[config.mk]
export PLATFORM = sky130hd
export DESIGN_NAME = mips_fetch_unit
export DESIGN_NICKNAME = d
export VERILOG_FILES = /design/src/rtl/mips_fetch_unit.sv
export SDC_FILE = /design/constraint.sdc
export NUM_CORES = 1
export LEC_CHECK = 0
export ABC_AREA = 1
export CAP_MARGIN = 30
export CORE_MARGIN = 2
export CORE_UTILIZATION = 30
export CTS_BUF_LIST = sky130_fd_sc_hd__clkbuf_8
export CTS_CLUSTER_SIZE = 12
export DETAILED_ROUTE_END_ITERATION = 10
export GPL_ROUTABILITY_DRIVEN = 0
export GPL_TIMING_DRIVEN = 0
export HOLD_SLACK_MARGIN = 0.05
export PLACE_DENSITY_LB_ADDON = 0.15
export SYNTH_ARGS = -nofsm -noshare
export SYNTH_HDL_FRONTEND = slang
export SYNTH_SLANG_ARGS = --single-unit
[constraint.sdc]
create_clock -name clk -period 1.4 [get_ports clk]
set_input_delay 0.42 -clock clk [delete_from_list [all_inputs] [get_ports clk]]
set_output_delay 0.42 -clock clk [all_outputs]
set_load 0.05 [all_outputs]
[src/rtl/mips_fetch_unit.sv]
// mips_fetch_unit: instruction fetch stage of the single-issue MIPS core.
// Holds the PC, fetches words over a req/ack handshake and presents them to the decoder.
// Ports:
//   clk, reset          - clock, synchronous active-high reset
//   imem_req/imem_addr  - memory request and word address (bits [1:0] always 0)
//   imem_ack/imem_rdata - memory response, data valid in the ack cycle
//   stall               - downstream cannot consume the presented instruction
//   jump_en/jump_addr   - single-cycle redirect from the decoder's Muxif
//   instr/instr_pc      - presented instruction (zero when not valid) and its address
//   opcode/funct        - instr[31:26] / instr[5:0]
//   instr_valid         - instr holds a real fetched instruction
//   align_err           - one-cycle pulse on a jump to a misaligned target
//   fetch_err           - sticky memory timeout flag
module mips_fetch_unit #(
    parameter logic [31:0] RESET_PC = 32'h0000_0000,
    parameter int          TIMEOUT  = 15
) (
    input  logic        clk,
    input  logic        reset,
    output logic        imem_req,
    output logic [31:0] imem_addr,
    input  logic        imem_ack,
    input  logic [31:0] imem_rdata,
    input  logic        stall,
    input  logic        jump_en,
    input  logic [31:0] jump_addr,
    output logic [31:0] instr,
    output logic [31:0] instr_pc,
    output logic [5:0]  opcode,
    output logic [5:0]  funct,
    output logic        instr_valid,
    output logic        align_err,
    output logic        fetch_err
);
    typedef enum logic [1:0] {BOOT, FETCH, WAIT} state_t;
    localparam logic [7:0] TO = 8'(TIMEOUT);
    state_t      state;
    logic [31:0] pc;
    logic [7:0]  cnt;
    // Request is a pure decode of the state register, so no input reaches it combinationally.
    assign imem_req  = state == FETCH;
    assign imem_addr = pc;
    assign opcode    = instr[31:26];
    assign funct     = instr[5:0];
    always_ff @(posedge clk) begin
        if (reset) begin
            state       <= BOOT;
            pc          <= RESET_PC;
            instr_pc    <= RESET_PC;
            instr       <= 32'h0;
            instr_valid <= 1'b0;
            align_err   <= 1'b0;
            fetch_err   <= 1'b0;
            cnt         <= 8'h0;
        end else begin
            align_err <= 1'b0;
            if (jump_en && state != BOOT) begin
                pc          <= {jump_addr[31:2], 2'b00};
                instr       <= 32'h0;
                instr_valid <= 1'b0;
                state       <= FETCH;
                cnt         <= 8'h0;
                align_err   <= |jump_addr[1:0];
            end else if (state == BOOT) begin
                state <= FETCH;
            end else if (state == WAIT) begin
                // The held word is consumed in the release cycle; drop it so it is not presented twice.
                if (!stall) begin
                    state       <= FETCH;
                    instr       <= 32'h0;
                    instr_valid <= 1'b0;
                end
            end else if (instr_valid && stall) begin
                // Any ack here is discarded; pc stays put so the same word is refetched.
                state <= WAIT;
                cnt   <= 8'h0;
            end else if (imem_ack) begin
                instr       <= imem_rdata;
                instr_pc    <= pc;
                pc          <= pc + 32'd4;
                instr_valid <= 1'b1;
                cnt         <= 8'h0;
            end else begin
                instr       <= 32'h0;
                instr_valid <= 1'b0;
                if (cnt != TO) cnt <= cnt + 8'd1;
                if (cnt >= TO - 8'd1) fetch_err <= 1'b1;
            end
        end
    end
endmodule

==> impl_metrics.ini, run 1 <==
[setup_path]
max_stage_delay_ns = 0.38
r2r_start = state[0]
cpMaxStageDelayCell = dfxtp_4
ff2ff_path_depth = 9
regToRegSetupSlack_ns = -0.18
arrival_ns = 1.21
critPathKind = flip-flop to output port
worstSetupEndpointType = output port
crit_chain = buf_4 -> buf_4 -> buf_6
cp_common_cell = buf_4
startpoint_type = flip-flop
path_max_fanout = 3
rr_endpoint = cnt[1]
required_ns = 0.98

[synth]
yosysWarnings = 0
synth.most_common_cell = nand2_1
synth_top_area_share_pct = 41.1
synthesis.area_mm2 = 0.00511
ys_types = 29
synthTopCellsByArea = dfxtp_1, nand2_1, nor2_1, a21oi_1, nand3_1
synth_edf_count = 0
synth_seq_area_share_pct = 41.1
synth_top_cell_by_area = dfxtp_1
synth.avg_cell_area_um2 = 6.62
dominantRegCellSynth = dfxtp_1
ys_async_sr_fraction_pct = 0
synthTopCellsByCount = nand2_1, nor2_1, dfxtp_1, a21oi_1, inv_1
synthCells = 773
synth-seq-cells = 105

[timing]
drv_slew = 0
maxSlewHeadroom_pct = 53.7
worst_slew_pin_slew_ns = 0.694
final.setup.tns_ns = -7.84
fmaxAchievable_ghz = 0.615
setup_violations = 95
fin_ws_ns = -0.227
clock_skew_ns = 0.0143
whs_ns = 0.342
rsz0062_at_grt = yes
period_minus_slack_ns = 1.63
hold_viol_final = 0
fin_crit_sh_pct = 116

[route]
wl_per_cell_um = 16.0
first_pass_iters = 5
postRouteAntennaNets = 0
drc_errors = 0
via_per_inst = 4.85
via_count = 6110
wirelength_mm = 20.2
drtIter0Drc = 376

[cts]
cts_buffers = 9
clkTransAtPathRegs_ns = 0.11
cts.path.max_buffers = 2
cts_root_buf = clkbuf_8
cts.sinks = 105
clk_latency_ns = 0.41
cts_tree = done
htreeDepth = 3

[global_route]
antenna_found_initial = 0
grt_usage_pct = 20.7
grt_max_degree = 20
grt_pass1_wl_mm = 29.1
grt_overflow_total = 0
first_global_vias = 5545

[min_path]
hold_path_end = instr_pc[16]
hold_depth = 3
hp-class = input port to flip-flop
hold_start = imem_ack

[power]
p_sw_share_pct = 33.8
p_leak_nw = 3.85
p_comb_share_pct = 27.2
pwr-share-seq_pct = 44.0
ir_drop_uv = 407
power.density_mw_per_mm2 = 754
p_clk_share_pct = 28.8
p_int_mw = 4.81
p_switching_mw = 2.45
finalPower_mw = 7.26

[floorplan]
die-area_mm2 = 0.0181
start_util_pct = 30.7
core-area_mm2 = 0.0166
die_h_um = 135
die_width_um = 135
ios = 181
placement_rows = 47

[cells_and_area]
stdcell_count = 1261
num-nets-final = 1108
drive_gt1_share_pct = 47.1
areaGrowthSynthToFinish_pct = 88.2
n_antenna_cell = 0

[placement]
place_hpwl_mm = 13.3
dp_slack_ns = -0.971
dp_cells = 1170
numPortBuffers = 174

[flow_run]
maxCapViolCount = 0

[run_status]
violations = setup timing
status = complete, but fails checks
## kinds of logic after synthesis
family,after synthesis,synth area share (%)
simple gates,415,33.4
buf+inv,124,11.1
compound gates,122,13.1
flops,105,41.1
xor+xnor,3,0.514
fa+ha+maj,3,0.734
other cells,1,0.0733
## metal layers
metal  GRT usage [%]  vias up  part of all wire, %
met4            8.83        0                  2.2
met2            33.3      227                   49
met5               0        -                    0
li1                -     2983                    -
met3            3.42       27                  6.8
met1            27.4     2873                   42
## area by class of cell
type / count / area (um^2)
Fill cell: 1478 / 7020
Tap cell: 220 / 275
Clock inverter: 7 / 81.3
Clock buffer: 9 / 124
Buffer: 47 / 504
Multi-Input combinational cell: 549 / 3230
Inverter: 74 / 323
Sequential cell: 105 / 2280
Timing Repair Buffer: 250 / 2810
## timing repair
item,4_1_cts,5_1_grt
gates cloned,8,4
gates resized for setup,916,261
setup buffers,38,29
hold buffers,0,0
endpoints found under the setup margin,211,177
pin swaps,30,52
## state kept, by name, summed over array words and instances, names as in the netlist
register     cells
instr           32
imem_addr       30
instr_pc        30
cnt              8
state            2
align_err        1
fetch_err        1
instr_valid      1
## cells in the final DEF, fill, tap and decap left out, drive strengths merged
cell	netlist	routed
a21o	1	1
a21oi	81	81
a31o	1	1
a31oi	10	10
and2	3	3
buf	35	218
bufinv	0	1
clkbuf	15	22
clkdlybuf4s50	0	64
clkinv	0	4
conb	1	4
dfxtp	105	105
dlygate4sd2	0	2
ha	3	3
inv	74	76
nand2	226	228
nand3	60	60
nand3b	1	1
nand4	8	8
nor2	115	115
nor3	2	2
o211ai	7	7
o21ai	22	22
xor2	3	3
## power by group through the flow
stage	Combinational, mW	Sequential, mW	Clock (mW)
floorplan	0.511	3.54	0
global placement	1.37	3.26	0
detailed placement	1.37	3.26	0
CTS	1.69	3.19	2.13
global route	2.08	3.21	2.28
finish	1.97	3.19	2.09
## worst max path at each step
stage                     cells after the start  slack [ns]            end         start
final                                         3       -0.23   imem_addr[3]  imem_addr[3]
after global routing                          3       -0.26   imem_addr[3]  imem_addr[3]
after CTS                                     4       -0.19       imem_req      state[0]
after detailed placement                      7       -0.97       instr[9]         stall
after global placement                       10       -0.97  imem_addr[17]         stall
after floorplan                              10       -0.09  imem_addr[30]  imem_addr[3]
## metrics by stage
step                utilization [%]  area, um^2
floorplan                         -        5260
detailed placement             43.7        7270
CTS                            51.0        8490
global placement               43.7        7270
global route                   57.8        9630
finish                         57.8        9630
## critical path: cells and delay by family, from the launching register on
kind                   cells  cell delay, ns
DFF                        1            0.38
buffers and inverters      3            0.41
Note: power is estimated with default switching activity, not from simulation.
==> run 2: changes to the inputs <==
--- a/config.mk
+++ b/config.mk
@@ -10,12 +10,13 @@
 export CORE_MARGIN = 2
 export CORE_UTILIZATION = 30
 export CTS_BUF_LIST = sky130_fd_sc_hd__clkbuf_8
-export CTS_CLUSTER_SIZE = 12
+export CTS_CLUSTER_SIZE = 14
 export DETAILED_ROUTE_END_ITERATION = 10
 export GPL_ROUTABILITY_DRIVEN = 0
 export GPL_TIMING_DRIVEN = 0
 export HOLD_SLACK_MARGIN = 0.05
 export PLACE_DENSITY_LB_ADDON = 0.15
+export SETUP_SLACK_MARGIN = 0.2
 export SYNTH_ARGS = -nofsm -noshare
 export SYNTH_HDL_FRONTEND = slang
 export SYNTH_SLANG_ARGS = --single-unit
==> run 2 against run 1 <==
Compared with the run above:
- the flow still finishes with violations (setup timing)
- clock skew fell by 0.00088 ns
- clock power about the same
- flip-flop and latch count stayed put
- sequential share of layout area shrank 2.1 points
- total power is 3.7% higher
- first-iteration DRC count grew 16%
- critical path depth rose by 7
- cell area is 13% higher
- worst hold slack gained 0.0072 ns
- routed wire length rose by 4.3%
- clock-buffer cell count increased by 2
- global-route usage increased by 2.0 points
- critical path type is now flip-flop to flip-flop
- largest cell class unchanged
==> impl_metrics.ini, run 2 (synthesis results as in run 1) <==
[run_status]
status = complete, but fails checks
violations = setup timing

[timing]
drv_slew = 0
hold_viol_final = 0
rsz0062_at_grt = yes
period_minus_slack_ns = 1.62
whs_ns = 0.349
fmaxAchievable_ghz = 0.618
fin_crit_sh_pct = 116
maxSlewHeadroom_pct = 53.2
fin_ws_ns = -0.219
setup_violations = 93
clock_skew_ns = 0.0134
worst_slew_pin_slew_ns = 0.702

[cts]
htreeDepth = 3
clkTransAtPathRegs_ns = 0.11
cts_root_buf = clkbuf_8
clk_latency_ns = 0.40
cts_tree = done
cts.path.max_buffers = 2
cts_buffers = 9
holdBufCountCts = 0
cts.sinks = 105

[setup_path]
regToRegSetupSlack_ns = -0.22
required_ns = 1.75
worstSetupEndpointType = flip-flop
crit_start = state[0]
r2r_start = state[0]
rr_endpoint = imem_addr[12]
ff2ff_path_depth = 10
path_max_fanout = 5
startpoint_type = flip-flop
critPathKind = flip-flop to flip-flop
crit_end = imem_addr[12]
arrival_ns = 1.97

[floorplan]
die_width_um = 135
die_h_um = 135
ios = 181
placement_rows = 47
die-area_mm2 = 0.0181
start_util_pct = 30.7
core-area_mm2 = 0.0166

[route]
first_pass_iters = 5
postRouteAntennaNets = 0
drc_errors = 0
via_count = 6316
wl_per_cell_um = 16.0
wirelength_mm = 21.1
drtIter0Drc = 436
via_per_inst = 4.80

[global_route]
grt_usage_pct = 22.7
grt_pass1_wl_mm = 32.1
antenna_found_initial = 0
first_global_vias = 5943
grt_max_degree = 18
grt_overflow_total = 0

[cells_and_area]
num-nets-final = 1164
areaGrowthSynthToFinish_pct = 113
fill_cells = 1361
regMostFlops = instr
largest_reg_flops = 32
n_antenna_cell = 0
layout_common_cells = nand2_1, buf_8, buf_4, a21oi_2, clkdlybuf4s50_1
drive_gt1_share_pct = 55.2
final_common_cell = nand2_1

[power]
ir_drop_uv = 417
p_leak_nw = 4.37
finalPower_mw = 7.53
power.density_mw_per_mm2 = 693

[min_path]
hp-class = input port to flip-flop

[flow_run]
maxCapViolCount = 0

[placement]
place_hpwl_mm = 13.4
dp_slack_ns = -0.705
numPortBuffers = 174
## run 2: cell count changes in the layout (fill, tap and decap cells not counted), moves of 9 or more
cell,delta
buf_6,-60
dfxtp_2,+18
a21oi_1,-18
buf_8,+70
a21oi_2,+18
nor2_4,+12
buf_4,+27
dfxtp_1,-29
buf_12,+9
dfxtp_4,+11
## run 2: how the worst min path moves through the flow
stage,start,to,slack [ns],depth (start not counted)
6_report,imem_ack,instr_pc[3],0.35,3
5_1_grt,imem_ack,instr_pc[17],0.35,3
4_1_cts,imem_ack,instr_pc[3],0.32,3
3_5_place_dp,instr_pc[15],instr_pc[15],0.45,2
3_3_place_gp,instr[24],instr[24],0.45,2
2_1_floorplan,cnt[0],cnt[0],0.47,2
## run 2: routing by layer
layer / GRT usage (%) / share of wire (%) / up-vias
met3: 4.05 / 6.2 / 35
met1: 29.4 / 43 / 2951
met5: 0 / 0 / -
li1: - / - / 3096
met2: 37.9 / 48 / 234
met4: 8.07 / 2.2 / 0
## run 2: timing repair
action | in CTS | in global routing
gates resized for setup | 1067 | 118
pin swaps | 32 | 45
setup endpoints to repair | 213 | 213
gates cloned | 14 | 1
endpoints found under the hold margin | 0 | 0
buffers inserted | 86 | 30
## run 2: critical path, cell delays in order, from the launching register on
cell	delay [ns]
dfxtp_2	0.33
buf_6	0.13
o21ai_4	0.20
buf_12	0.16
buf_6	0.10
nand3_4	0.09
nor2_4	0.20
nand4_1	0.11
nand3_1	0.12
nand2_1	0.08
inv_1	0.06
## run 2: final cells by class
class | count | area [um^2] | share of cell area [%]
Tap cell | 220 | 275 | 2.53
Buffer | 50 | 593 | 5.46
Timing Repair Buffer | 303 | 3650 | 33.6
Inverter | 74 | 320 | 2.95
Clock inverter | 5 | 61.3 | 0.564
Multi-Input combinational cell | 549 | 3470 | 32.0
Sequential cell | 105 | 2350 | 21.6
Clock buffer | 11 | 151 | 1.39
## run 2: power by group
part | total (mW) | leakage, nW | switching [mW] | internal (mW)
registers | 3.18 | 0.914 | 0.141 | 3.04
logic | 2.25 | 3.35 | 1.16 | 1.09
clock network | 2.09 | 0.106 | 1.15 | 0.936
total | 7.53 | 4.37 | 2.46 | 5.07
## run 2: stage by stage
step	util, %	setup TNS (ns)	area, um^2	instances
3_5_place_dp	47.0	-86.19	7830	1170
4_1_cts	61.1	-4.49	10200	1286
5_1_grt	65.3	-12.63	10900	1317
6_report	65.3	-6.17	10900	1317
2_1_floorplan	-	-0.0978	5810	776
3_3_place_gp	47.0	-87.02	7830	1170
